### config.mk
export PLATFORM = sky130hd
export DESIGN_NAME = mem_bus_ctrl
export DESIGN_NICKNAME = d
export VERILOG_FILES = /design/src/rtl/mem_bus_ctrl.sv
export SDC_FILE = /design/constraint.sdc
export NUM_CORES = 1
export LEC_CHECK = 0
export BUFFER_PORTS_ARGS = -buffer_cell sky130_fd_sc_hd__buf_2
export CORE_AREA = 2 2 144 146
export DETAILED_ROUTE_END_ITERATION = 16
export DIE_AREA = 0 0 146 148
export PLACE_DENSITY = 0.61
export SYNTH_ARGS = -nofsm -noshare
export SYNTH_HDL_FRONTEND = slang
export SYNTH_SLANG_ARGS = --single-unit
### constraint.sdc
create_clock -name clk -period 2.5 [get_ports clk]
set_clock_uncertainty 0.05 [all_clocks]
set_input_delay 0.25 -clock clk [delete_from_list [all_inputs] [get_ports clk]]
set_output_delay 0.25 -clock clk [all_outputs]
set_load 0.01 [all_outputs]
### src/rtl/mem_bus_ctrl.sv
// mem_bus_ctrl
//   Routes single outstanding core requests to one of three address regions
//   (IROM, DRAM, MMIO) over a valid/ready handshake, returning one response
//   pulse per accepted request.
//
// Ports
//   clk, rst                 clock, synchronous active-high reset
//   req_valid_i/req_ready_o  request handshake (accepted only in IDLE)
//   req_we_i, req_addr_i     write flag, byte address
//   req_wdata_i, req_be_i    write data, byte-lane enables
//   resp_valid_o             one-cycle response pulse
//   resp_rdata_o, resp_err_o read data (0 for writes/errors), access error
//   irom_addr_o/irom_rdata_i IROM word index, data one cycle later
//   dram_*                   DRAM word index, write strobe/lanes/data, read data
//   io_*                     MMIO handshaked port, byte offset from IO_BASE
module mem_bus_ctrl #(
   parameter int unsigned             WIDTH      = 32,
   parameter int unsigned             ADDR_WIDTH = 32,
   parameter logic [ADDR_WIDTH-1:0]   IROM_BASE  = 'h0,
   parameter logic [ADDR_WIDTH-1:0]   IROM_SIZE  = 'd4096,
   parameter logic [ADDR_WIDTH-1:0]   DRAM_BASE  = 'd4096,
   parameter logic [ADDR_WIDTH-1:0]   DRAM_SIZE  = 'd4096,
   parameter logic [ADDR_WIDTH-1:0]   IO_BASE    = 'h1000_0000,
   parameter logic [ADDR_WIDTH-1:0]   IO_SIZE    = 'd256,
   parameter int unsigned             IO_TIMEOUT = 16
) (
   input  logic                    clk,
   input  logic                    rst,
   input  logic                    req_valid_i,
   output logic                    req_ready_o,
   input  logic                    req_we_i,
   input  logic [ADDR_WIDTH-1:0]   req_addr_i,
   input  logic [WIDTH-1:0]        req_wdata_i,
   input  logic [WIDTH/8-1:0]      req_be_i,
   output logic                    resp_valid_o,
   output logic [WIDTH-1:0]        resp_rdata_o,
   output logic                    resp_err_o,
   output logic [ADDR_WIDTH-1:0]   irom_addr_o,
   input  logic [WIDTH-1:0]        irom_rdata_i,
   output logic                    dram_we_o,
   output logic [WIDTH/8-1:0]      dram_be_o,
   output logic [ADDR_WIDTH-1:0]   dram_addr_o,
   output logic [WIDTH-1:0]        dram_wdata_o,
   input  logic [WIDTH-1:0]        dram_rdata_i,
   output logic                    io_valid_o,
   output logic                    io_we_o,
   output logic [ADDR_WIDTH-1:0]   io_addr_o,
   output logic [WIDTH-1:0]        io_wdata_o,
   output logic [WIDTH/8-1:0]      io_be_o,
   input  logic                    io_ready_i,
   input  logic [WIDTH-1:0]        io_rdata_i
);

   localparam int unsigned NB      = WIDTH / 8;
   localparam int unsigned LSB     = $clog2(NB);
   localparam logic [7:0]  TO_LAST = 8'(IO_TIMEOUT - 1);

   typedef enum logic [1:0] {S_IDLE, S_MEM, S_IO_WAIT, S_RESP} state_e;
   typedef enum logic [1:0] {R_NONE, R_IROM, R_DRAM, R_IO} region_e;

   state_e                  state_q, state_d;
   region_e                 region_q;
   logic                    we_q, err_q;
   logic [ADDR_WIDTH-1:0]   io_addr_q;
   logic [WIDTH-1:0]        io_wdata_q, rdata_q;
   logic [NB-1:0]           io_be_q;
   logic [7:0]              wait_cnt;

   logic [ADDR_WIDTH-1:0]   irom_off, dram_off, io_off;
   logic                    irom_hit, dram_hit, io_hit, misaligned, req_err, accept;

   // Offsets are taken at ADDR_WIDTH so the size compare cannot overflow.
   assign irom_off   = req_addr_i - IROM_BASE;
   assign dram_off   = req_addr_i - DRAM_BASE;
   assign io_off     = req_addr_i - IO_BASE;
   assign irom_hit   = (req_addr_i >= IROM_BASE) && (irom_off < IROM_SIZE);
   assign dram_hit   = !irom_hit && (req_addr_i >= DRAM_BASE) && (dram_off < DRAM_SIZE);
   assign io_hit     = !irom_hit && !dram_hit && (req_addr_i >= IO_BASE) && (io_off < IO_SIZE);
   assign misaligned = (req_addr_i & ADDR_WIDTH'(NB - 1)) != '0;
   assign req_err    = misaligned || !(irom_hit || dram_hit || io_hit) || (irom_hit && req_we_i);
   assign accept     = req_valid_i && (state_q == S_IDLE);

   assign irom_addr_o  = irom_off >> LSB;
   assign dram_addr_o  = dram_off >> LSB;
   assign dram_we_o    = accept && dram_hit && req_we_i && !req_err;
   assign dram_be_o    = req_be_i;
   assign dram_wdata_o = req_wdata_i;

   assign io_valid_o = (state_q == S_IO_WAIT);
   assign io_we_o    = we_q;
   assign io_addr_o  = io_addr_q;
   assign io_wdata_o = io_wdata_q;
   assign io_be_o    = io_be_q;

   always_ff @(posedge clk) begin
      if (rst) state_q <= S_IDLE;
      else     state_q <= state_d;
   end

   always_ff @(posedge clk) begin
      if (rst) begin
         region_q   <= R_NONE;
         we_q       <= 1'b0;
         err_q      <= 1'b0;
         io_addr_q  <= '0;
         io_wdata_q <= '0;
         io_be_q    <= '0;
         rdata_q    <= '0;
         wait_cnt   <= '0;
      end else if (accept) begin
         we_q       <= req_we_i;
         err_q      <= req_err;
         region_q   <= req_err  ? R_NONE :
                       irom_hit ? R_IROM :
                       dram_hit ? R_DRAM : R_IO;
         io_addr_q  <= io_off;
         io_wdata_q <= req_wdata_i;
         io_be_q    <= req_be_i;
         rdata_q    <= '0;
         wait_cnt   <= '0;
      end else if (state_q == S_IO_WAIT) begin
         // Ready on the final wait cycle still wins over the timeout.
         if (io_ready_i) begin
            rdata_q <= we_q ? '0 : io_rdata_i;
            err_q   <= 1'b0;
         end else if (wait_cnt == TO_LAST) begin
            rdata_q <= '0;
            err_q   <= 1'b1;
         end else begin
            wait_cnt <= wait_cnt + 8'd1;
         end
      end
   end

   always_comb begin
      state_d      = state_q;
      req_ready_o  = 1'b0;
      resp_valid_o = 1'b0;
      resp_err_o   = 1'b0;
      resp_rdata_o = '0;
      case (state_q)
         S_IDLE: begin
            req_ready_o = 1'b1;
            if (req_valid_i) state_d = (io_hit && !req_err) ? S_IO_WAIT : S_MEM;
         end
         S_MEM: begin
            resp_valid_o = 1'b1;
            resp_err_o   = err_q;
            if (!err_q && !we_q) begin
               if (region_q == R_IROM)      resp_rdata_o = irom_rdata_i;
               else if (region_q == R_DRAM) resp_rdata_o = dram_rdata_i;
            end
            state_d = S_IDLE;
         end
         S_IO_WAIT: begin
            if (io_ready_i || wait_cnt == TO_LAST) state_d = S_RESP;
         end
         S_RESP: begin
            resp_valid_o = 1'b1;
            resp_err_o   = err_q;
            resp_rdata_o = rdata_q;
            state_d      = S_IDLE;
         end
         default: state_d = S_IDLE;
      endcase
   end

endmodule

==> flow_metrics.tcl <==
set metrics [dict create \
    fmax_ghz 0.4237 \
    yosys.cell_types.count 57 \
    wire_per_inst_um 15.91 \
    r2r-start "wait_cnt[0]$_SDFFE_PP0P_" \
    rrSetupSlack_ps 590 \
    die-area_sq_um 21610 \
    worst_setup_path_end_kind "output port" \
    pin_count 375 \
    drive_gt1_share_pct 39.95 \
    gp_congestion 0.8555 \
    cts.sinks 114 \
    seq_area_frac_synth_pct 37.63 \
    fp.dieW_um 146 \
    cts.path.max_buffers 2 \
    synthArstFlopShare_pct 0 \
    cpMaxStageDelayCell "nor4_1" \
    cp_slowest_stage_delay_ps 340 \
    grt_max_degree 76 \
    p_per_area_nw_per_um2 663.8 \
    clk_pin_slew_worst_paths_ps 60 \
    finalCritPeriodShare_pct 94.41 \
    die_y_um 148 \
    rows 52 \
    synth-seq-cells 114 \
    cts-root-buf "clkbuf_16" \
    fin_nets 1272 \
    rsz0062_at_grt "false" \
    crit_path_frequent_cell "buf_2" \
    vias 6549 \
    numPortBuffers 370 \
    core_area_sq_um 20040 \
    setup_tns_ps 0 \
    whs_ps 38.41 \
    leakage_uw 0.003817 \
    crit_path_end "dram_we_o" \
    crit_start "req_addr_i[13]" \
    cp.required_ps 2200 \
    critPathKind "in2out" \
    cts_tree "yes" \
    cts_buffers 17 \
    setup_viol_count_final 0 \
    fin_cells 1379 \
    drt-total-wl_mm 21.94 \
    post_cts_buffers 0 \
    first_pass_iters 6 \
    clk_latency_ps 400 \
    hold_viol 0 \
    period_minus_slack_ps 2360 \
    dp_cells 1348 \
    dr.first_iter.drc_count 233 \
    start_util_pct 30.26 \
    syn_area_sq_um 6065 \
    htree_levels 4 \
    hp-class "in2reg" \
    status "finished clean" \
    place_hpwl_mm 16.39 \
    p_total_uw 5555 \
    crit_chain "buf_2 > inv_1 > ha_1 > nor4b_4 > nand3_1 > xnor2_1 > nor4_1 > nand4b_2 > nor3_1 > buf_2" \
    syn_avg_cell_area_sq_um 7.396 \
    reg2reg_to "wait_cnt[5]$_SDFFE_PP0P_" \
    synth_flop_cell "dfxtp_1" \
    antenna_left 0 \
    grt_overflow 0 \
    utilization_pct 41.76 \
    critPathArrivalTime_ps 2060 \
    antenna_found_initial 0 \
    grtUsageTotal_pct 19.49 \
    startpoint_type "input pin" \
    peakVddDrop_uv 411.6 \
    viasPerCell 4.749 \
    synth_cells 820 \
    ys_warn_count 0 \
    synth_edf_count 0 \
    rr_worst_depth 7 \
    drc 0 \
    maxCapViolCount 0 \
    hp-start "req_be_i[1]" \
    final_max_slew_viol_count 0 \
    fillCellCount 2104 \
    antenna_cells 0 \
    area_delta_synth_final_pct 37.98 \
    grt_first_pass_wirelength_mm 33.42 \
    worstPathMaxFanout 3 \
    grt_pass1_vias 6133 \
]
-- cell usage in the layout (no fill, tap or decap), drive strengths merged, types with 2 or more instances in the layout --
| master | instances |
|---|---|
| buf | 397 |
| nand2 | 216 |
| dfxtp | 114 |
| a21oi | 100 |
| nand3 | 39 |
| o21ai | 34 |
| a22oi | 33 |
| nor2 | 31 |
| clkbuf | 22 |
| xnor2 | 18 |
| xor2 | 10 |
| inv | 9 |
| nor3 | 9 |
| bufinv | 7 |
| nor4 | 7 |
| ha | 6 |
| a211oi | 5 |
| and2 | 4 |
| conb | 4 |
| nand4 | 4 |
| nor2b | 3 |
| and3 | 3 |
| a31oi | 3 |
| nor4b | 3 |
| nand2b | 2 |
| nor3b | 2 |
| o21bai | 2 |
| clkinvlp | 2 |
| and4 | 2 |
| or4 | 2 |
| nand4b | 2 |
-- worst max-delay path: cells and delay by family --
kind	cells	cell delay, ps
adders and majority gates	1	200
buffers and inverters	3	360
xor gates and xnor gates	1	150
and+or+nand+nor	5	1090
-- power by group --
part	internal (uW)	switching [uW]
Combinational	298	434
Clock	2050	857
Sequential	1890	32.7
-- cells in the mapped netlist (all sizes together) (2+ instances only) --
master,number,share of area [%]
xor2,10,1.4
dfxtp,114,38
nand2b,2,0.21
nand2,216,13
buf,96,11
nand4,4,0.52
o21ai,34,2.8
o21bai,2,0.25
clkbuf,46,2.9
a21oi,100,8.3
and4,2,0.31
xnor2,18,2.7
ha,6,1.2
inv,9,0.56
nand4b,2,0.39
nor4b,3,0.54
nor2b,3,0.31
a211oi,5,0.62
nor2,31,1.9
a31oi,3,0.31
nand3,39,3.3
nor3,9,1.0
and3,3,0.31
and2,4,0.41
a22oi,33,4.1
nor3b,2,0.25
nor4,7,0.83
or4,2,0.31
-- worst min-delay path by stage --
stage / end / slack (ps) / cells after the start
2_1_floorplan: io_addr_o[28]$_SDFFE_PP0P_ / 300 / 1
3_3_place_gp: io_addr_o[5]$_SDFFE_PP0P_ / 390 / 2
3_5_place_dp: io_wdata_o[14]$_SDFFE_PP0P_ / 390 / 2
4_1_cts: io_wdata_o[19]$_SDFFE_PP0P_ / 10 / 3
5_1_grt: io_wdata_o[14]$_SDFFE_PP0P_ / 20 / 3
6_report: io_be_o[1]$_SDFFE_PP0P_ / 40 / 3
-- cell type report --
cell class                      count  area, sq um  area share [%]
Timing Repair Buffer              397         2067           24.70
Sequential cell                   114         2282           27.27
Inverter                            9        33.78          0.4037
Clock inverter                      9        225.2           2.691
Clock buffer                       22        474.2           5.667
Multi-Input combinational cell    558         2948           35.23
Tap cell                          270        337.8           4.037
-- metal layers --
layer  vias to the layer above  share of wire, %  global-route usage (%)
met3                        25               9.5                   6.852
met5                         -                 0                       0
met1                      3007                40                   23.29
li1                       3228                 -                       -
met4                         0               2.1                   6.456
met2                       289                48                   32.78
-- registers in the layout (all words and copies together), names as in the netlist --
name and cells:
io_addr_o 32, io_wdata_o 32, rdata_q 32, wait_cnt 8
io_be_o 4, region_q 2, state_q 2, err_q 1
io_we_o 1
-- metrics by stage --
| step | area (sq um) | setup slack (ps) |
|---|---|---|
| 6_report | 8368 | 139.8 |
| 5_1_grt | 8368 | 7.641 |
| 4_1_cts | 8344 | 73.59 |
| 3_5_place_dp | 7641 | 89.87 |
| 3_3_place_gp | 7641 | 97.32 |
| 2_1_floorplan | 6076 | 150.2 |
-- what timing repair did --
action,CTS,global route
setup endpoints to repair,23,1
hold buffers,0,0
gates resized for setup,1,3
pin swaps,0,1
hold endpoints to repair,0,0
-- cell families after synthesis --
logic type / synth area share [%]
adders and majority gates: 1.238
muxes: 0.1651
other: 0.06183
DFF: 37.63
xor gates and xnor gates: 4.167
buffers and inverters: 14.65
AOI/OAI and AO/OA: 17.62
and+or+nand+nor: 24.47
No activity file was read; power rests on OpenSTA's default activity.
